File: src/rtl/mem_arb_pkg.sv
// mem_arb_pkg: shared types and defaults for the fetch/data memory port arbiter
package mem_arb_pkg;
  typedef enum logic {OWN_IF = 1'b0, OWN_D = 1'b1} owner_e;
  typedef struct packed {
    logic   valid;
    owner_e owner;
  } resp_t;
  localparam int MEM_LAT_DEF = 1;
  localparam int STARVE_MAX_DEF = 4;
  localparam resp_t RESP_NONE = '{valid: 1'b0, owner: OWN_IF};
endpackage

File: src/rtl/resp_tracker.sv
// resp_tracker: latency-matched shift register of {valid, owner} with flush of fetch-owned entries
module resp_tracker import mem_arb_pkg::*; #(
  parameter int DEPTH = MEM_LAT_DEF
) (
  input  logic  clk,
  input  logic  reset,
  input  resp_t push_i,
  input  logic  flush_i,
  output resp_t tail_o
);
  resp_t stage_q [DEPTH];
  resp_t stage_d [DEPTH];
  always_comb begin
    stage_d[0] = push_i;
    for (int k = 1; k < DEPTH; k++) stage_d[k] = stage_q[k-1];
    // the flush also catches the entry being pushed at this edge
    for (int k = 0; k < DEPTH; k++)
      if (flush_i && stage_d[k].owner == OWN_IF) stage_d[k].valid = 1'b0;
  end
  always_ff @(posedge clk)
    if (!reset) for (int k = 0; k < DEPTH; k++) stage_q[k] <= RESP_NONE;
    else stage_q <= stage_d;
  assign tail_o = stage_q[DEPTH-1];
endmodule

File: src/rtl/mem_port_arbiter.sv
// mem_port_arbiter: shares one memory port between fetch and load/store with bounded fetch starvation
module mem_port_arbiter import mem_arb_pkg::*; #(
  parameter int ADDR_W = 32,
  parameter int DATA_W = 32,
  parameter int MEM_LAT = MEM_LAT_DEF,
  parameter int STARVE_MAX = STARVE_MAX_DEF
) (
  input  logic              clk,
  input  logic              reset,
  input  logic              if_req,
  input  logic [ADDR_W-1:0] if_addr,
  input  logic              if_flush,
  output logic              if_gnt,
  output logic              if_rvalid,
  output logic [DATA_W-1:0] if_rdata,
  input  logic              d_req,
  input  logic              d_we,
  input  logic [ADDR_W-1:0] d_addr,
  input  logic [DATA_W-1:0] d_wdata,
  output logic              d_gnt,
  output logic              d_rvalid,
  output logic [DATA_W-1:0] d_rdata,
  output logic              mem_en,
  output logic              mem_we,
  output logic [ADDR_W-1:0] mem_addr,
  output logic [DATA_W-1:0] mem_wdata,
  input  logic [DATA_W-1:0] mem_rdata,
  output logic              stall_if,
  output logic              stall_mem
);
  localparam int SW = $clog2(STARVE_MAX + 1);
  logic [SW-1:0] starve_q, starve_d;
  logic if_elig, starved;
  resp_t push, tail;
  always_comb begin
    if_elig = if_req & ~if_flush;
    starved = (starve_q == SW'(STARVE_MAX));
    // data has priority until fetch has been denied STARVE_MAX times in a row
    if_gnt = reset & if_elig & (~d_req | starved);
    d_gnt = reset & d_req & ~if_gnt;
    mem_en = if_gnt | d_gnt;
    mem_we = d_gnt & d_we;
    mem_addr = d_gnt ? d_addr : if_gnt ? if_addr : '0;
    mem_wdata = mem_en ? d_wdata : '0;
    stall_if = reset & if_req & ~if_gnt;
    stall_mem = reset & d_req & ~d_gnt;
    push = '{valid: mem_en & ~mem_we, owner: d_gnt ? OWN_D : OWN_IF};
    starve_d = (if_elig & ~if_gnt) ? (starved ? starve_q : starve_q + 1'b1) : '0;
    if_rvalid = reset & tail.valid & (tail.owner == OWN_IF);
    d_rvalid = reset & tail.valid & (tail.owner == OWN_D);
    if_rdata = if_rvalid ? mem_rdata : '0;
    d_rdata = d_rvalid ? mem_rdata : '0;
  end
  always_ff @(posedge clk)
    starve_q <= !reset ? '0 : starve_d;
  resp_tracker #(.DEPTH(MEM_LAT)) u_trk (
    .clk     (clk),
    .reset   (reset),
    .push_i  (push),
    .flush_i (if_flush),
    .tail_o  (tail)
  );
endmodule

File: config.mk
export PLATFORM = sky130hd
export DESIGN_NAME = mem_port_arbiter
export DESIGN_NICKNAME = d
export VERILOG_FILES = /design/src/rtl/mem_arb_pkg.sv /design/src/rtl/resp_tracker.sv /design/src/rtl/mem_port_arbiter.sv
export SDC_FILE = /design/constraint.sdc
export NUM_CORES = 1
export LEC_CHECK = 0
export BUFFER_PORTS_ARGS = -buffer_cell sky130_fd_sc_hd__buf_2
export CORE_AREA = 2 2 103 105
export CTS_CLUSTER_DIAMETER = 60
export DETAILED_ROUTE_END_ITERATION = 16
export DIE_AREA = 0 0 105 107
export GPL_ROUTABILITY_DRIVEN = 0
export PLACE_DENSITY = 0.57
export SKIP_CTS_REPAIR_TIMING = 1
export SYNTH_ARGS = -nofsm -noshare
export SYNTH_HDL_FRONTEND = slang
export SYNTH_HIERARCHICAL = 1
export SYNTH_SLANG_ARGS = --single-unit
export TNS_END_PERCENT = 100
File: constraint.sdc
create_clock -name clk -period 3.9 [get_ports clk]
set_input_delay 0.78 -clock clk [delete_from_list [all_inputs] [get_ports clk]]
set_output_delay 0.78 -clock clk [all_outputs]
set_load 0.02 [all_outputs]
# Yosys cells after proc, flatten, opt, wreduce, memory -nomap -nowiden
# Index checks and enable logic that the tools add are counted.
[word_totals] reg_bits=5 elab_cells=38 inputBits=134 rom_bits=0 out_inout_bits=136 ramBits=0 latchBits=0 memories=0
[op_classes] addsub=1 n_mux=6 reduce_logical=3 n_div=0 mul=0 bitwise=24 shifts=0 eq_ne=1 n_lt_le_gt_ge=0
[op_table] cell="two-way mux 32 bit" count=5
[op_table] cell="AND 1 bit" count=14
[op_table] cell="inverter 1 bit" count=8
[op_table] cell="adder 3 x 1 -> 3 bit (second input constant)" count=1
[op_table] cell="equality test 3 bit (second input constant)" count=1
[op_table] cell="OR 1 bit" count=2
[op_table] cell="AND reduction 2 bit" count=1
[op_table] cell="OR reduction 2 bit" count=1
[op_table] cell="logical AND 1 bit" count=1
[op_table] cell="two-way mux 1 bit" count=1

# Logic depth before layout (Yosys ltp)
# Gate-level depths: netlist (run 1).
[logic_depth] depth_word=10 ltp_mapped=8 ltp_nobuf=7

# By module
# Netlist (run 1), hierarchy kept.
[by_module_without_submodules] mod="mem_port_arbiter" n_inst=1 seq_area_each_um2=60.1 area_per_inst_um2=1209.9 cells_each=172
[by_module_without_submodules] mod="resp_tracker" n_inst=1 seq_area_each_um2=40.0 area_per_inst_um2=62.6 cells_each=6

# Least setup slack after synthesis (run 1)
# No wires, ideal clock.
[synth_timing] kind="input to output" start="in if_flush" end="out mem_wdata[22]" t_arrival_ps=1703 required_ps=3120 setup_slack_ps=1417 path_stages=4 path_buffers=1 path_cell_list="and2b_1 o21a_1 buf_2 and2_1"
[synth_between] elab_chain_len=8
[synth_rtl] item="start: declaration" line="mem_port_arbiter.sv:12" source="input logic if_flush,"
[synth_rtl] item="inverter 1 bit (*)" line="mem_port_arbiter.sv:36" source="if_elig = if_req & ~if_flush;"
[synth_rtl] item="AND 1 bit (*)" line="mem_port_arbiter.sv:36"
[synth_rtl] item="AND 1 bit (*) (2 in series)" line="mem_port_arbiter.sv:39" source="if_gnt = reset & if_elig & (~d_req | starved);"
[synth_rtl] item="inverter 1 bit" line="mem_port_arbiter.sv:40" source="d_gnt = reset & d_req & ~if_gnt;"
[synth_rtl] item="AND 1 bit" line="mem_port_arbiter.sv:40"
[synth_rtl] item="OR 1 bit (*)" line="mem_port_arbiter.sv:41" source="mem_en = if_gnt | d_gnt;"
[synth_rtl] item="named net mem_en" line="mem_port_arbiter.sv:23" source="output logic mem_en,"
[synth_rtl] item="two-way mux 32 bit (*)" line="mem_port_arbiter.sv:44" source="mem_wdata = mem_en ? d_wdata : '0;"
[synth_rtl] item="end: declaration" line="mem_port_arbiter.sv:26" source="output logic [DATA_W-1:0] mem_wdata,"
# The timed path passes the listed nets; every way through them passes the cells marked *.

# Worst setup path in the final report (run 1)
[layout_timing] start="in if_flush" end="out mem_addr[24]"
[layout_between] elab_chain_len=7 word_cells_on_any_way=8 cone_classes="2 x mux; 6 x bitwise"
[layout_rtl] item="inverter 1 bit (*)" line="mem_port_arbiter.sv:36"
[layout_rtl] item="AND 1 bit (*)" line="mem_port_arbiter.sv:36"
[layout_rtl] item="AND 1 bit (*) (2 in series)" line="mem_port_arbiter.sv:39"
[layout_rtl] item="inverter 1 bit" line="mem_port_arbiter.sv:40"
[layout_rtl] item="AND 1 bit" line="mem_port_arbiter.sv:40"
[layout_rtl] item="two-way mux 32 bit (*)" line="mem_port_arbiter.sv:43" source="mem_addr = d_gnt ? d_addr : if_gnt ? if_addr : '0;"
[layout_rtl] item="end: declaration" line="mem_port_arbiter.sv:25" source="output logic [ADDR_W-1:0] mem_addr,"
# Every way passes the cells marked *; elsewhere a longest branch is shown, timed or not.

==> results of run 1 <==
where the power goes:
part	switching, mW	total, mW	leakage [nW]	internal [mW]
Combinational	0.118	0.219	1.73	0.101
Clock	0.0243	0.0944	0.0228	0.0701
Sequential	0.000528	0.0531	0.0406	0.0526
Total	0.143	0.366	1.79	0.224
flip-flops by register name, indices dropped and copies added, names as in the netlist:
signal        cells
u_trk/tail_o      2
starve_q          3
cells by family after synthesis:
group	share of synthesized area [%]
simple gates	53.8
fa+ha+maj	1.97
flops	7.87
compound gates	26.8
buf+inv	8.85
xor+xnor	0.688
placed cells by master, fill, tap and decap left out, drive strengths merged, types with 2 or more instances in the layout:
cell type,synthesis,final
ha,2,2
a21oi,2,2
and2b,2,2
inv,5,5
dfxtp,5,5
and2,97,97
nor2,5,5
clkbuf,6,4
buf,9,270
nand2,5,5
a22o,32,32
metal layers:
metal,up-vias,global-route usage (%),routed length (um)
met1,994,12.5,2730
li1,1112,-,-
met3,0,2.31,711
met2,154,17.3,3250
met4,0,1.43,0
met5,-,0,0
worst min-delay path by stage:
stage,start,cells past startpoint,slack (ns),to
floorplan,starve_q[0],1,0.42,starve_q[0]
global placement,starve_q[0],1,0.42,starve_q[0]
detailed placement,starve_q[0],1,0.45,starve_q[0]
CTS,starve_q[0],1,0.45,starve_q[0]
global route,starve_q[0],1,0.49,starve_q[0]
finish,starve_q[0],1,0.45,starve_q[0]
cell type report:
class / instances / area [um^2]
multi-input combinational: 153 / 1060
timing repair buffer: 270 / 1350
inverter: 5 / 18.8
tap: 136 / 170
clock buffer: 4 / 45.0
sequential: 5 / 100
fill: 1109 / 7340
worst max-delay path: stages:
cell     delay (ns)
buf_2          0.10
and2b_1        0.22
a31oi_4        0.76
a22o_1         0.28
buf_2          0.17
metrics by stage:
| step | utilization, % | power (mW) |
|---|---|---|
| final | 27.2 | 0.366 |
| after CTS | 27.2 | 0.372 |
| after detailed placement | 26.8 | 0.273 |
| after floorplan | - | 0.163 |
| after global routing | 27.2 | 0.389 |
| after global placement | 26.8 | 0.270 |
==> summary.txt, run 1 <==
Outcome
  – Status: completed

Place
  – Placed Area: 0.00270 mm^2
  – Placed cells: around 570
  – Dpl hpwl: between 5 and 6 mm
  – Post-place setup slack: about 0.8 ns
  – Port buffer count: about 270

Setup path
  – Critical path endpoint: mem_addr[24]
  – Worst Path Required: approximately 3.1 ns
  – R2r setup slk: 2.08 ns
  – Startpoint types: input port
  – Worst setup path startpoint: if_flush
  – Data arrival time of the critical path: approximately 2.3 ns
  – Setup CP Type: in -> out
  – Setup crit end kind: output pin
  – Reg2reg start: starve_q[0]
  – R2R depth: 7
  – Crit-path max FO: 35
  – R2R Path End: u_trk/tail_o[1]

Clock tree
  – Cell chosen for the clock root: clkbuf_8
  – # H-tree levels: 1
  – Inserted Clock Buffers: 3
  – Clock-pin slew on the worst setup and hold paths: 0.03 ns
  – Latest clock arrival within the worst-skew pair: between 0.2 and 0.25 ns
  – CTS tree: done
  – # clock sinks: 5
  – Clock Path Buffers: 2

Detailed routing
  – Total wire length: about 6.7 mm
  – Via density: between 3 and 4
  – Drt initial violations: 100
  – Post-DRT Antenna Nets: 0
  – DRC viols: 0
  – DR pass1 iterations: 4
  – DR vias: between 2000 and 2500
  – Routed wire per std cell: about 12 um

Logic synthesis
  – Syn Area/Cell: approximately 7.1 um^2
  – Synth area leader: and2_1
  – Synth top area share: roughly 48%
  – Distinct cells, synth: 22
  – Syn Nets: 314
  – Ys flop type: dfxtp_1
  – Synthesized area: roughly 0.0013 mm^2
  – Seq/Total Area, Yosys: approximately 7.9%
  – Synth Register Bits: 5
  – Most area-consuming cells after synthesis: and2_1 (48%), a22o_1 (22%), dfxtp_1 (7.9%)
  – Post-synth EDFFs: 0
  – Async SR Flop Fraction: 0%
  – Most numerous cell in the Yosys netlist: and2_1
  – Mapped Cells: ~180
  – Syn. warnings: 6
  – Synth cell count leaders: and2_1 (97), a22o_1 (32), clkbuf_1 (6)

Timing
  – Worst Max-Slew Pin Slew: between 0.9 and 1 ns
  – Pins Over Slew Limit: 0
  – Final setup violation count: 0
  – Worst Skew: 0.00192 ns
  – Setup WS post-layout: between 0.7 and 0.8 ns
  – Relative slew slack: a little under 40%
  – Final min period: roughly 3.1 ns
  – Crit share post-route: between 70 and 80%
  – Worst hold margin: ~0.45 ns
  – Unrepaired setup endpoints after global routing: no
  – Final hold violation count: 0
  – Max Fclk: 322 MHz
  – Final setup TNS: 0 ns

Floorplan
  – I/O pin cnt: 270
  – CORE AREA: ~0.010 mm^2
  – Die Width: ~110 um
  – Initial Util: about 13%
  – Die H: 107 um
  – Row count: 37
  – Die Footprint: ~0.011 mm^2

Min path
  – Min-Delay Path Class: reg -> reg

Global routing
  – Initial antenna violation count: 0
  – Gr usage total: 9.83%
  – Vias in the first global route: slightly below 2000
  – Largest net degree at the start of global routing: 38
  – First-pass GRT wire length: between 9 and 10 mm
  – Total grt overflow: 0

Finish
  – Final Instance Area: around 0.0027 mm^2
  – Finished Layout Cells: 573
  – Share of layout cells above drive strength 1: between 60% and 70%
  – Synth-to-Final Area Change: 116%
  – Diodes inserted: 0
  – Layout Nets: about 570

Pwr
  – VDD IR max: roughly 0.10 mV
  – Leak pwr: between 1.5 and 2 nW
  – Pwr dens: between 100 and 150 mW/mm^2

Flow run
  – Max-Cap Viols: 0
Note: power is estimated with default switching activity, not from simulation.
==> run 2: changes to the inputs <==
--- a/config.mk
+++ b/config.mk
@@ -6,12 +6,12 @@
 export NUM_CORES = 1
 export LEC_CHECK = 0
 export BUFFER_PORTS_ARGS = -buffer_cell sky130_fd_sc_hd__buf_2
-export CORE_AREA = 2 2 103 105
+export CORE_AREA = 2 2 106 108
 export CTS_CLUSTER_DIAMETER = 60
 export DETAILED_ROUTE_END_ITERATION = 16
-export DIE_AREA = 0 0 105 107
+export DIE_AREA = 0 0 108 110
 export GPL_ROUTABILITY_DRIVEN = 0
-export PLACE_DENSITY = 0.57
+export PLACE_DENSITY = 0.56
 export SKIP_CTS_REPAIR_TIMING = 1
 export SYNTH_ARGS = -nofsm -noshare
 export SYNTH_HDL_FRONTEND = slang
==> constraint.sdc (replaced) <==
create_clock -name clk -period 2.6 [get_ports clk]
set_input_delay 0.52 -clock clk [delete_from_list [all_inputs] [get_ports clk]]
set_output_delay 0.52 -clock clk [all_outputs]
set_load 0.02 [all_outputs]
==> run 2 against run 1 <==
Hold slack improved by 0.0032 ns. Flip-flop and latch count unchanged. Global-route usage decreased by 0.74 points. Total power increased by 52%. Cell count increased by 1.6%. Clock skew about the same. Via count increased by 1.1%. Die area increased by 5.7%. Combinational power increased by 53%. Core utilization decreased by 1.0 points. Critical path depth increased by 2. Critical path type is now reg -> out. Largest cell class unchanged.
==> summary.txt, run 2 (synthesized netlist as in run 1, its figures left out) <==
Outcome
  – Status: completed

Detailed routing
  – Routed wire per std cell: roughly 11 um
  – DR vias: 2284
  – Post-DRT Antenna Nets: 0
  – Via density: between 3 and 4
  – Total wire length: around 6.3 mm
  – DRC viols: 0
  – DR pass1 iterations: 4
  – Drt initial violations: 41

Min path
  – Min-Delay Path Class: reg -> reg

Finish
  – Layout Nets: approximately 580
  – Reg with most FFs: starve_q
  – Finished Layout Cells: 582
  – Fillcell total: between 1000 and 1500
  – Diodes inserted: 0
  – Max FFs per register: 3
  – Most frequent cells in the layout: buf_2 (269), and2_1 (97), a22o_1 (32)
  – Synth-to-Final Area Change: 120%
  – Share of layout cells above drive strength 1: ~64%
  – Commonest non-fill, non-tap cell in the layout: buf_2

Setup path
  – Setup crit end kind: output pin
  – Slowest-stage cell, CP: buf_4
  – Setup CP Type: reg -> out
  – Startpoint types: register
  – Crit-path max FO: 37
  – Data arrival time of the critical path: 1.79 ns
  – Worst path max stage delay: approximately 0.35 ns
  – Crit path cell chain: inv_1, ha_1, nand2_1, a21oi_4, buf_4, a22o_1, buf_2
  – Worst path bufs/invs: 3
  – Largest delay share family, worst path: buffers and inverters
  – Worst Path Required: between 2 and 2.5 ns

Floorplan
  – Initial Util: around an eighth
  – CORE AREA: about 0.011 mm^2
  – Die Width: around 110 um
  – Die H: about 110 um
  – Die Footprint: about 0.012 mm^2
  – I/O pin cnt: 270
  – Row count: 38

Clock tree
  – Clock Path Buffers: 2
  – # H-tree levels: 1
  – Cell chosen for the clock root: clkbuf_8
  – CTS tree: done
  – # clock sinks: 5
  – Clock-pin slew on the worst setup and hold paths: about 0.030 ns
  – Inserted Clock Buffers: 3
  – Latest clock arrival within the worst-skew pair: 0.22 ns

Pwr
  – Pwr dens: 198 mW/mm^2
  – VDD IR max: 0.150 mV
  – Leak pwr: 1.82 nW
  – Final Power: 555 uW

Timing
  – Final hold violation count: 0
  – Pins Over Slew Limit: 0
  – Crit share post-route: 88.7%
  – Worst Max-Slew Pin Slew: between 0.3 and 0.4 ns
  – Relative slew slack: about three quarters
  – Final setup violation count: 0
  – Worst Skew: roughly 0.0015 ns
  – Max Fclk: 434 MHz
  – Final setup TNS: 0 ns
  – Final min period: about 2.3 ns
  – Unrepaired setup endpoints after global routing: no

Global routing
  – First-pass GRT wire length: around 8.7 mm
  – Largest net degree at the start of global routing: 38
  – Total grt overflow: 0
  – Gr usage total: about 9.1%
  – Initial antenna violation count: 0
  – Vias in the first global route: ~1900

Place
  – Placed cells: between 500 and 600
  – Port buffer count: 269
  – Dpl hpwl: ~5.5 mm

Flow run
  – Max-Cap Viols: 0
[run 2: changes by cell type in the layout (fill, tap and decap cells not counted), sizes merged]
cell | previous run | this run
buf | 270 | 275
[run 2: power breakdown]
group / internal (mW) / switching (mW)
combinational: 0.157 / 0.177
clock: 0.105 / 0.0356
sequential: 0.0789 / 0.000787
total: 0.341 / 0.214
[run 2: metal layers]
layer	global-route usage, %	wire (um)
met2	18.2	3250
met3	1.18	745
met4	2.84	85
met5	0	0
met1	9.84	2260
[run 2: area by class of cell]
cell class | count | area, um^2 | share of cell area, %
repair buffers | 275 | 1400 | 50.1
clock buffers | 4 | 45.0 | 1.61
inverters | 5 | 18.8 | 0.670
flip-flops and latches | 5 | 100 | 3.57
multi-input cells | 153 | 1060 | 37.8
well taps | 140 | 175 | 6.25
[run 2: final timing paths]
path                            depth (start not counted)               to  slack, ns         from
worst max-delay path                                    7      mem_addr[8]       0.29  starve_q[0]
worst min-delay path                                    1      starve_q[0]       0.45  starve_q[0]
worst max register to register                          8  u_trk/tail_o[1]       1.05  starve_q[0]
worst min register to register                          1      starve_q[0]       0.45  starve_q[0]
[run 2: worst register-to-register path, delay by kind of cell, from the launching register on]
family / cells / cell delay (ns)
adder cells (fa/ha/maj): 1 / 0.21
buffers and inverters: 2 / 0.41
flip-flops: 1 / 0.31
AND/OR/NAND/NOR: 2 / 0.18
AO/OA/AOI/OAI: 3 / 0.38
[run 2: stage by stage]
| step | worst slack (ns) | area (um^2) | utilization [%] | hold WS (ns) |
|---|---|---|---|---|
| global placement | 0.455 | 2760 | 25.8 | 0.429 |
| floorplan | 0.628 | 1270 | - | 0.417 |
| global route | 0.153 | 2800 | 26.2 | 0.474 |
| CTS | 0.291 | 2800 | 26.2 | 0.456 |
| detailed placement | 0.427 | 2760 | 25.8 | 0.451 |
| finish | 0.293 | 2800 | 26.2 | 0.452 |
==> run 3: changes to the inputs <==
--- a/config.mk
+++ b/config.mk
@@ -7,6 +7,7 @@
 export LEC_CHECK = 0
 export BUFFER_PORTS_ARGS = -buffer_cell sky130_fd_sc_hd__buf_2
 export CORE_AREA = 2 2 106 108
+export CTS_BUF_LIST = sky130_fd_sc_hd__clkbuf_4 sky130_fd_sc_hd__clkbuf_8 sky130_fd_sc_hd__clkbuf_16
 export CTS_CLUSTER_DIAMETER = 60
 export DETAILED_ROUTE_END_ITERATION = 16
 export DIE_AREA = 0 0 108 110
==> run 3 against run 2 <==
Worst setup slack gained 0.00053 ns. Via count shrank 0.18%. First-iteration DRC count increased by 32%. Final area up 0.13%. Fmax barely moved. Sequential share of layout area barely moved. Critical path depth unchanged. Core utilization is essentially flat. Non-clock buffer count stayed put. Sequential power hardly changed. Cell count stayed put.
==> summary.txt, run 3 (synthesized netlist as in run 1, its figures left out) <==
Outcome
  – Status: completed

Timing
  – Relative slew slack: ~76%
  – Worst Max-Slew Pin Slew: around 0.36 ns
  – Final setup violation count: 0
  – Final setup TNS: 0 ns
  – Setup WS post-layout: 0.294 ns
  – Pins Over Slew Limit: 0
  – Worst Skew: about 0.0027 ns
  – Max Fclk: around 430 MHz
  – Unrepaired setup endpoints after global routing: no
  – Final min period: about 2.3 ns
  – Final hold violation count: 0
  – Crit share post-route: between 80% and 90%

Clock tree
  – Inserted Clock Buffers: 3
  – Latest clock arrival within the worst-skew pair: 0.22 ns
  – # clock sinks: 5
  – Clock Path Buffers: 2
  – Cell chosen for the clock root: clkbuf_8
  – # H-tree levels: 1
  – CTS tree: done
  – Clock-pin slew on the worst setup and hold paths: around 0.03 ns

Floorplan
  – CORE AREA: between 0.01 and 0.015 mm^2
  – I/O pin cnt: 270
  – Die H: between 100 and 150 um
  – Initial Util: between 10% and 20%
  – Die Footprint: ~0.012 mm^2
  – Die Width: between 100 and 150 um
  – Row count: 38

Detailed routing
  – DRC viols: 0
  – Drt initial violations: 54
  – Post-DRT Antenna Nets: 0
  – Total wire length: 6.34 mm
  – Routed wire per std cell: 10.9 um
  – DR pass1 iterations: 4
  – DR vias: approximately 2300
  – Via density: around 3.9

Finish
  – Diodes inserted: 0
  – Commonest non-fill, non-tap cell in the layout: buf_2
  – Reg with most FFs: starve_q
  – Synth-to-Final Area Change: 121%
  – Layout Nets: around 580
  – Max FFs per register: 3
  – Most frequent cells in the layout: buf_2 (269), and2_1 (97), a22o_1 (32)
  – Share of layout cells above drive strength 1: 63.8%

Setup path
  – Data arrival time of the critical path: about 1.8 ns
  – Crit-path max FO: 37
  – Setup crit end kind: output pin
  – Worst Path Required: about 2.1 ns
  – Startpoint types: register
  – Setup CP Type: reg -> out
  – R2r setup slk: 1.06 ns

Pwr
  – Final Power: about 570 uW
  – VDD IR max: ~0.15 mV
  – Leak pwr: between 1.5 and 2 nW
  – Pwr dens: 202 mW/mm^2

Place
  – Dpl hpwl: approximately 5.5 mm
  – Port buffer count: between 200 and 300
  – Post-place setup slack: 0.427 ns

Global routing
  – First-pass GRT wire length: slightly below 9 mm
  – Total grt overflow: 0
  – Gr usage total: about 9.1%
  – Initial antenna violation count: 0
  – Largest net degree at the start of global routing: 38
  – Vias in the first global route: between 1500 and 2000

Flow run
  – Max-Cap Viols: 0

Min path
  – Min-Delay Path Class: reg -> reg
==> run 3: cell types whose count changed in the layout (fill, tap and decap cells not counted) <==
cell and delta:
clkbuf_4 +1, clkbuf_1 -1
==> run 3: worst max-delay path, stage by stage (launching register included) <==
cell	delay, ns
dfxtp_1	0.31
inv_1	0.06
ha_1	0.21
nand2_1	0.12
a21oi_4	0.15
buf_4	0.35
a22o_1	0.19
buf_2	0.16
==> run 3: worst paths after layout <==
check | startpoint | to | cells past startpoint
worst max-delay path | starve_q[0] | mem_addr[8] | 7
worst min-delay path | starve_q[0] | starve_q[0] | 1
worst max register to register | starve_q[0] | u_trk/tail_o[1] | 8
worst min register to register | starve_q[0] | starve_q[0] | 1
==> run 3: power breakdown <==
part / switching [mW] / leakage, nW / internal [mW]
registers: 0.000797 / 0.0406 / 0.0788
clock network: 0.0366 / 0.0262 / 0.116
logic: 0.177 / 1.76 / 0.157
total: 0.215 / 1.83 / 0.352
==> run 3: layout make-up <==
cell class | instances | area, um^2
inverter | 5 | 18.8
sequential | 5 | 100
timing repair buffer | 275 | 1400
fill | 1197 | 7890
tap | 140 | 175
multi-input combinational | 153 | 1060
clock buffer | 4 | 48.8
==> run 3: per-layer routing <==
metal | part of all wire [%] | track usage (%) | up-vias | routed length, um
li1 | - | - | 1122 | -
met1 | 36 | 9.84 | 984 | 2270
met2 | 51 | 18.1 | 168 | 3240
met3 | 12 | 1.18 | 6 | 745
met4 | 1.3 | 2.84 | 0 | 85
met5 | 0 | 0 | - | 0
==> run 3: stage by stage <==
step | std cells | cell area (um^2) | util [%] | hold WS [ns]
final | 582 | 2810 | 26.2 | 0.452
after global routing | 582 | 2810 | 26.2 | 0.474
after CTS | 582 | 2810 | 26.2 | 0.456
after detailed placement | 578 | 2760 | 25.8 | 0.451
after global placement | 578 | 2760 | 25.8 | 0.429
after floorplan | 178 | 1270 | - | 0.417
